==> config.mk <==
export PLATFORM = sky130hd
export DESIGN_NAME = regfile_wb_arbiter
export DESIGN_NICKNAME = d
export VERILOG_FILES = /design/src/rtl/regfile_pkg.sv /design/src/rtl/rr_arbiter.sv /design/src/rtl/regfile_wb_arbiter.sv
export SDC_FILE = /design/constraint.sdc
export NUM_CORES = 1
export LEC_CHECK = 0
export BUFFER_PORTS_ARGS = -buffer_cell sky130_fd_sc_hd__buf_4
export CAP_MARGIN = 40
export CORE_AREA = 3 3 91 93
export DETAILED_ROUTE_END_ITERATION = 12
export DIE_AREA = 0 0 94 96
export PLACE_DENSITY = 0.79
export SLEW_MARGIN = 0
export SYNTH_ARGS = -nofsm -noshare
export SYNTH_HDL_FRONTEND = slang
export SYNTH_SLANG_ARGS = --single-unit
==> constraint.sdc <==
create_clock -name clk -period 2.4 [get_ports clk]
set_clock_uncertainty 0.05 [all_clocks]
set_input_delay 0.36 -clock clk [delete_from_list [all_inputs] [get_ports clk]]
set_output_delay 0.36 -clock clk [all_outputs]
set_load 0.01 [all_outputs]
==> src/rtl/regfile_pkg.sv <==
// -----------------------------------------------------------------------------
// regfile_pkg
// Shared defaults for the register-file writeback arbiter and the packed
// writeback request record {destination register, write data}.
// Ports: none (package only).
// -----------------------------------------------------------------------------
package regfile_pkg;

  // Default register address width (32 architectural registers).
  localparam int N_DEF     = 5;
  // Default register data width.
  localparam int WIDTH_DEF = 32;
  // Default number of writeback requesters.
  localparam int NREQ_DEF  = 3;

  // One writeback request. The field is called wreg because "reg" is a
  // reserved word in SystemVerilog.
  typedef struct packed {
    logic [N_DEF-1:0]     wreg;
    logic [WIDTH_DEF-1:0] data;
  } wb_req_t;

endpackage

==> src/rtl/rr_arbiter.sv <==
// -----------------------------------------------------------------------------
// rr_arbiter
// Round-robin grant logic: a pointer register plus a masked priority pick.
// The grant is combinational. It goes to the first requester at or after the
// pointer, with wrap-around. After a grant to g the pointer moves to
// (g+1) mod NREQ. Without a grant the pointer holds.
//
// Ports:
//   clk    in   rising-edge clock
//   rst    in   synchronous active-high reset (forces no grant, pointer -> 0)
//   i_req  in   [NREQ-1:0] request vector
//   i_en   in   grant enable (0 suppresses every grant and freezes the pointer)
//   o_gnt  out  [NREQ-1:0] one-hot grant (all zero when nothing is granted)
// -----------------------------------------------------------------------------
module rr_arbiter
  import regfile_pkg::*;
#(
  parameter int NREQ = NREQ_DEF
) (
  input  logic            clk,
  input  logic            rst,
  input  logic [NREQ-1:0] i_req,
  input  logic            i_en,
  output logic [NREQ-1:0] o_gnt
);

  localparam int PW = (NREQ > 1) ? $clog2(NREQ) : 1;

  logic [PW-1:0]   r_ptr;
  logic [PW-1:0]   w_ptr_nxt;
  logic [NREQ-1:0] w_req;
  logic [NREQ-1:0] w_mask;
  logic [NREQ-1:0] w_masked;
  logic [NREQ-1:0] w_gnt;

  // Isolates the lowest set bit (two's-complement trick).
  function automatic logic [NREQ-1:0] lowest_set(input logic [NREQ-1:0] v);
    return v & (~v + NREQ'(1));
  endfunction

  always_comb begin
    // Reset and enable gate the requests, so every downstream term sees
    // "no request" and the pointer cannot move.
    w_req = (i_en && !rst) ? i_req : '0;

    // Keep only requesters at or after the pointer. If none of those is
    // active, fall back to the lowest active index. That fallback is the
    // wrap-around from NREQ-1 to 0.
    w_mask = '0;
    for (int i = 0; i < NREQ; i++) begin
      w_mask[i] = (i >= int'(r_ptr));
    end
    w_masked = w_req & w_mask;
    w_gnt    = (|w_masked) ? lowest_set(w_masked) : lowest_set(w_req);

    w_ptr_nxt = r_ptr;
    for (int i = 0; i < NREQ; i++) begin
      if (w_gnt[i]) begin
        w_ptr_nxt = (i == NREQ - 1) ? '0 : PW'(i + 1);
      end
    end
  end

  always_ff @(posedge clk) begin
    if (rst) begin
      r_ptr <= '0;
    end else if (|w_gnt) begin
      r_ptr <= w_ptr_nxt;
    end
  end

  assign o_gnt = w_gnt;

endmodule

==> src/rtl/regfile_wb_arbiter.sv <==
// -----------------------------------------------------------------------------
// regfile_wb_arbiter
// Arbitrates several writeback requesters onto the single write port of a
// register file. The pick is round robin. The selected write is registered
// one cycle before it reaches the register file. The pending write is also
// exposed as a forwarding source for the two read ports.
//
// Ports:
//   clk         in   rising-edge clock
//   rst         in   synchronous active-high reset
//   req_valid   in   [NREQ-1:0] requester i has a pending write
//   req_reg     in   [NREQ-1:0][N-1:0] destination register per requester
//   req_data    in   [NREQ-1:0][WIDTH-1:0] write data per requester
//   req_ready   out  [NREQ-1:0] one-hot grant; a write is consumed when
//                    valid & ready
//   hold        in   pipeline stall, no grant while high
//   wenable     out  registered register-file write enable
//   reg_in      out  [N-1:0] registered register-file write address
//   din         out  [WIDTH-1:0] registered register-file write data
//   a, b        in   [N-1:0] read addresses issued this cycle
//   fwd_a_hit   out  pending write targets a (never for r0)
//   fwd_b_hit   out  pending write targets b (never for r0)
//   fwd_a_data  out  [WIDTH-1:0] pending write data (equals din)
//   fwd_b_data  out  [WIDTH-1:0] pending write data (equals din)
// -----------------------------------------------------------------------------
module regfile_wb_arbiter
  import regfile_pkg::*;
#(
  parameter int N     = N_DEF,
  parameter int WIDTH = WIDTH_DEF,
  parameter int NREQ  = NREQ_DEF
) (
  input  logic                       clk,
  input  logic                       rst,
  input  logic [NREQ-1:0]            req_valid,
  input  logic [NREQ-1:0][N-1:0]     req_reg,
  input  logic [NREQ-1:0][WIDTH-1:0] req_data,
  output logic [NREQ-1:0]            req_ready,
  input  logic                       hold,
  output logic                       wenable,
  output logic [N-1:0]               reg_in,
  output logic [WIDTH-1:0]           din,
  input  logic [N-1:0]               a,
  input  logic [N-1:0]               b,
  output logic                       fwd_a_hit,
  output logic                       fwd_b_hit,
  output logic [WIDTH-1:0]           fwd_a_data,
  output logic [WIDTH-1:0]           fwd_b_data
);

  logic                 w_en;
  logic [NREQ-1:0]      w_gnt;
  logic [N-1:0]         w_sel_reg;
  logic [WIDTH-1:0]     w_sel_data;

  logic                 r_wen_p1;
  logic [N-1:0]         r_reg_p1;
  logic [WIDTH-1:0]     r_din_p1;

  assign w_en = !hold;

  // The grant depends only on req_valid, hold and the pointer. It never
  // depends on a requester's own ready, so requesters can keep valid
  // independent of ready.
  rr_arbiter #(
    .NREQ (NREQ)
  ) u_rr (
    .clk   (clk),
    .rst   (rst),
    .i_req (req_valid),
    .i_en  (w_en),
    .o_gnt (w_gnt)
  );

  assign req_ready = w_gnt;

  // The grant is one-hot, so a priority-free OR-style mux is enough.
  always_comb begin
    w_sel_reg  = '0;
    w_sel_data = '0;
    for (int i = 0; i < NREQ; i++) begin
      if (w_gnt[i]) begin
        w_sel_reg  = req_reg[i];
        w_sel_data = req_data[i];
      end
    end
  end

  // ---- stage p0 -> p1: granted write registered toward the write port ----
  // A write to r0 is still consumed, but it never raises the enable because
  // r0 is hard-zero. Reset clears any granted-but-uncommitted write, and
  // that write is not retried.
  always_ff @(posedge clk) begin
    if (rst) begin
      r_wen_p1 <= 1'b0;
      r_reg_p1 <= '0;
      r_din_p1 <= '0;
    end else if (|w_gnt) begin
      r_wen_p1 <= (w_sel_reg != '0);
      r_reg_p1 <= w_sel_reg;
      r_din_p1 <= w_sel_data;
    end else begin
      r_wen_p1 <= 1'b0;
    end
  end

  assign wenable = r_wen_p1;
  assign reg_in  = r_reg_p1;
  assign din     = r_din_p1;

  // The pending write commits at the end of this cycle. Reads issued now
  // must therefore bypass the register file. r0 never forwards.
  assign fwd_a_hit  = r_wen_p1 && (r_reg_p1 == a) && (a != '0);
  assign fwd_b_hit  = r_wen_p1 && (r_reg_p1 == b) && (b != '0);
  assign fwd_a_data = r_din_p1;
  assign fwd_b_data = r_din_p1;

endmodule

==> results.toml <==
[route]
routed_wl_mm = 9.67
first_iter_violations = 149
wl_met3_um = 869
wl_met2_mm = 5.24
wl_met1_mm = 3.44
remaining_drc_errors = 0
ant_nets = 0
drt-pass1-iter-count = 6
top_layer_used = "met4"
routedWlPerCell_um = 17.0
num_vias = 2974
post_drt_via_cell_ratio = 5.24

[setup_path]
path_buf_inv = 2
cp_slowest_stage_delay_ns = 0.44
end_kind = "primary output"
slowest_stage = "dfxtp_1"
path_cells = "nor3b_2 -> o311ai_4 -> inv_2 -> buf_4"
critical-path-top-delay-family = "flip-flops"
cp_max_fo = 13
crit_type = "reg2out"
worstPathArrival_ns = 1.56
cp-start-kind = "register"
required_ns = 1.99

[floorplan]
die_height_um = 96
design.die.area_um2 = 9020
core_area_um2 = 7610
ioPinCount = 234
rows = 32
start_util_pct = 33.5
die_x_um = 94

[power_and_ir_drop]
p_leak_uw = 0.00194
ir_worst_vdd_mv = 0.255
p_total_uw = 1960
powerDensity_nw_per_um2 = 484

[synth]
netlist_instances = 302
avgSynthCellArea_um2 = 8.44
ys_types = 31
synth-async-reset-ratio_pct = 0
syn-num-nets = 429
synthesis.area_um2 = 2550
synth-edff-count = 0
yosysSeqAreaShare_pct = 31.4
synthFlopType = "dfxtp_1"
synth_warnings = 0
ys_ff_latch = 40

[global_route]
grt.total_usage_pct = 19.8
first_global_vias = 2859
grt_pass1_wl_mm = 14.2
grt_max_degree = 39
overflow = 0
antenna_found_initial = 0

[clocking]
hold_buffers = 0
tritoncts = "built"
clkTransAtPathRegs_ns = 0.08
cts_buffer_depth = 2
clk_latency_ns = 0.29
cts_sinks = 40
root_buffer = "clkbuf_8"
numCtsBuffers = 5
ctsResizeCount = 0
htreeDepth = 2
cts_setup_buffers = 0

[timing]
max_freq_mhz = 506
tightest_slew_ns = 0.591
finalSetupTns_ns = 0
min_period_ns = 1.97
min_period_over_period_pct = 82.3
timing.slew.headroom_pct = 60.4
rsz0062_at_grt = "no"
setup_violations = 0
drv_slew = 0
finalHoldViolCount = 0

[place]
io_buffers = 233
globalplace.congestion = 0.754
dp_cells = 560
dpl.hpwl_mm = 7.67

[layout]
antennaDiodeCount = 0
final_common_cell = "buf_4"
post-route-util_pct = 53.3
fillers = 738
drive_above_1_share_pct = 56.2
fin_cells = 568
num-nets-final = 592
area_growth_pct = 59.2
final_cell_mix = "buf_4, nor2_1, dfxtp_1"

[min_path]
hold_path.class = "in2reg"

[job]
drv_cap = 0

[run_status]
status = "finished clean"
[path summary, 6_finish.rpt]
kind / start / endpoint / slack [ns] / cells past startpoint
worst min-delay path: req_data[39] / din[7] / 0.21 / 3
worst max register to register: u_rr.r_ptr[0] / din[27] / 0.52 / 6
worst min register to register: din[5] / din[5] / 0.49 / 2
worst max-delay path: u_rr.r_ptr[0] / req_ready[2] / 0.43 / 4
[layer usage]
| metal | global-route usage [%] | vias to the layer above |
|---|---|---|
| li1 | - | 1399 |
| met1 | 22.1 | 1389 |
| met2 | 37.1 | 176 |
| met3 | 5.00 | 10 |
| met4 | 5.54 | 0 |
| met5 | 0 | - |
[flip-flops by register name, summed over array words and instances, names as in the netlist]
register and cells:
din 32, reg_in 5, u_rr.r_ptr 2, wenable 1
[stage by stage]
step,setup WS (ns),cell area (um2),hold slack (ns)
floorplan,0.750,2550,0.419
global placement,0.475,3930,0.468
detailed placement,0.385,3930,0.478
CTS,0.431,4060,0.203
global route,0.289,4060,0.209
finish,0.425,4060,0.212
[final cells by class]
class                   count  area [um2]  area share [%]
flip-flops and latches     40         801            19.7
multi-input cells         171        1150            28.3
repair buffers            244        1840            45.5
well taps                 102         128            3.15
clock buffers               7        96.3            2.37
inverters                   3        11.3           0.278
clock inverters             1        30.0           0.740
[synthesized netlist by cell type (2+ instances only)]
| library cell | instances | share of area [%] |
|---|---|---|
| buf_4 | 65 | 19 |
| dfxtp_1 | 40 | 31 |
| nor2_1 | 40 | 5.9 |
| a211oi_1 | 33 | 9.7 |
| a222oi_1 | 21 | 8.2 |
| nand3_1 | 16 | 3.1 |
| buf_2 | 13 | 2.6 |
| a221oi_1 | 12 | 4.1 |
| clkbuf_1 | 10 | 1.5 |
| a21oi_1 | 8 | 1.6 |
| nand2_1 | 7 | 1.0 |
| xor2_1 | 6 | 2.1 |
| nor3_1 | 5 | 0.98 |
| a22oi_1 | 4 | 1.2 |
| a32oi_1 | 2 | 0.69 |
| inv_2 | 2 | 0.29 |
| nor4_1 | 2 | 0.49 |
| or2_2 | 2 | 0.49 |
| xnor2_1 | 2 | 0.69 |
[tightest hold or removal path, cell delays in order]
cell     delay, ns
buf_4         0.07
nand2_1       0.04
nand3_1       0.05
[power breakdown]
part,switching (uW),internal (uW),total [uW]
Combinational,251,345,596
Clock,236,367,603
Sequential,54.0,709,763
[kinds of logic (layout without fill, tap and decap cells)]
logic type                Yosys count  in the layout  share of synthesized area (%)
xor gates and xnor gates            8              8                           2.75
AOI/OAI and AO/OA                  85             85                           28.4
buffers and inverters              91            255                           23.6
DFF                                40             40                           31.4
and+or+nand+nor                    78             78                           13.8
Power figures use the tool's default switching activity.
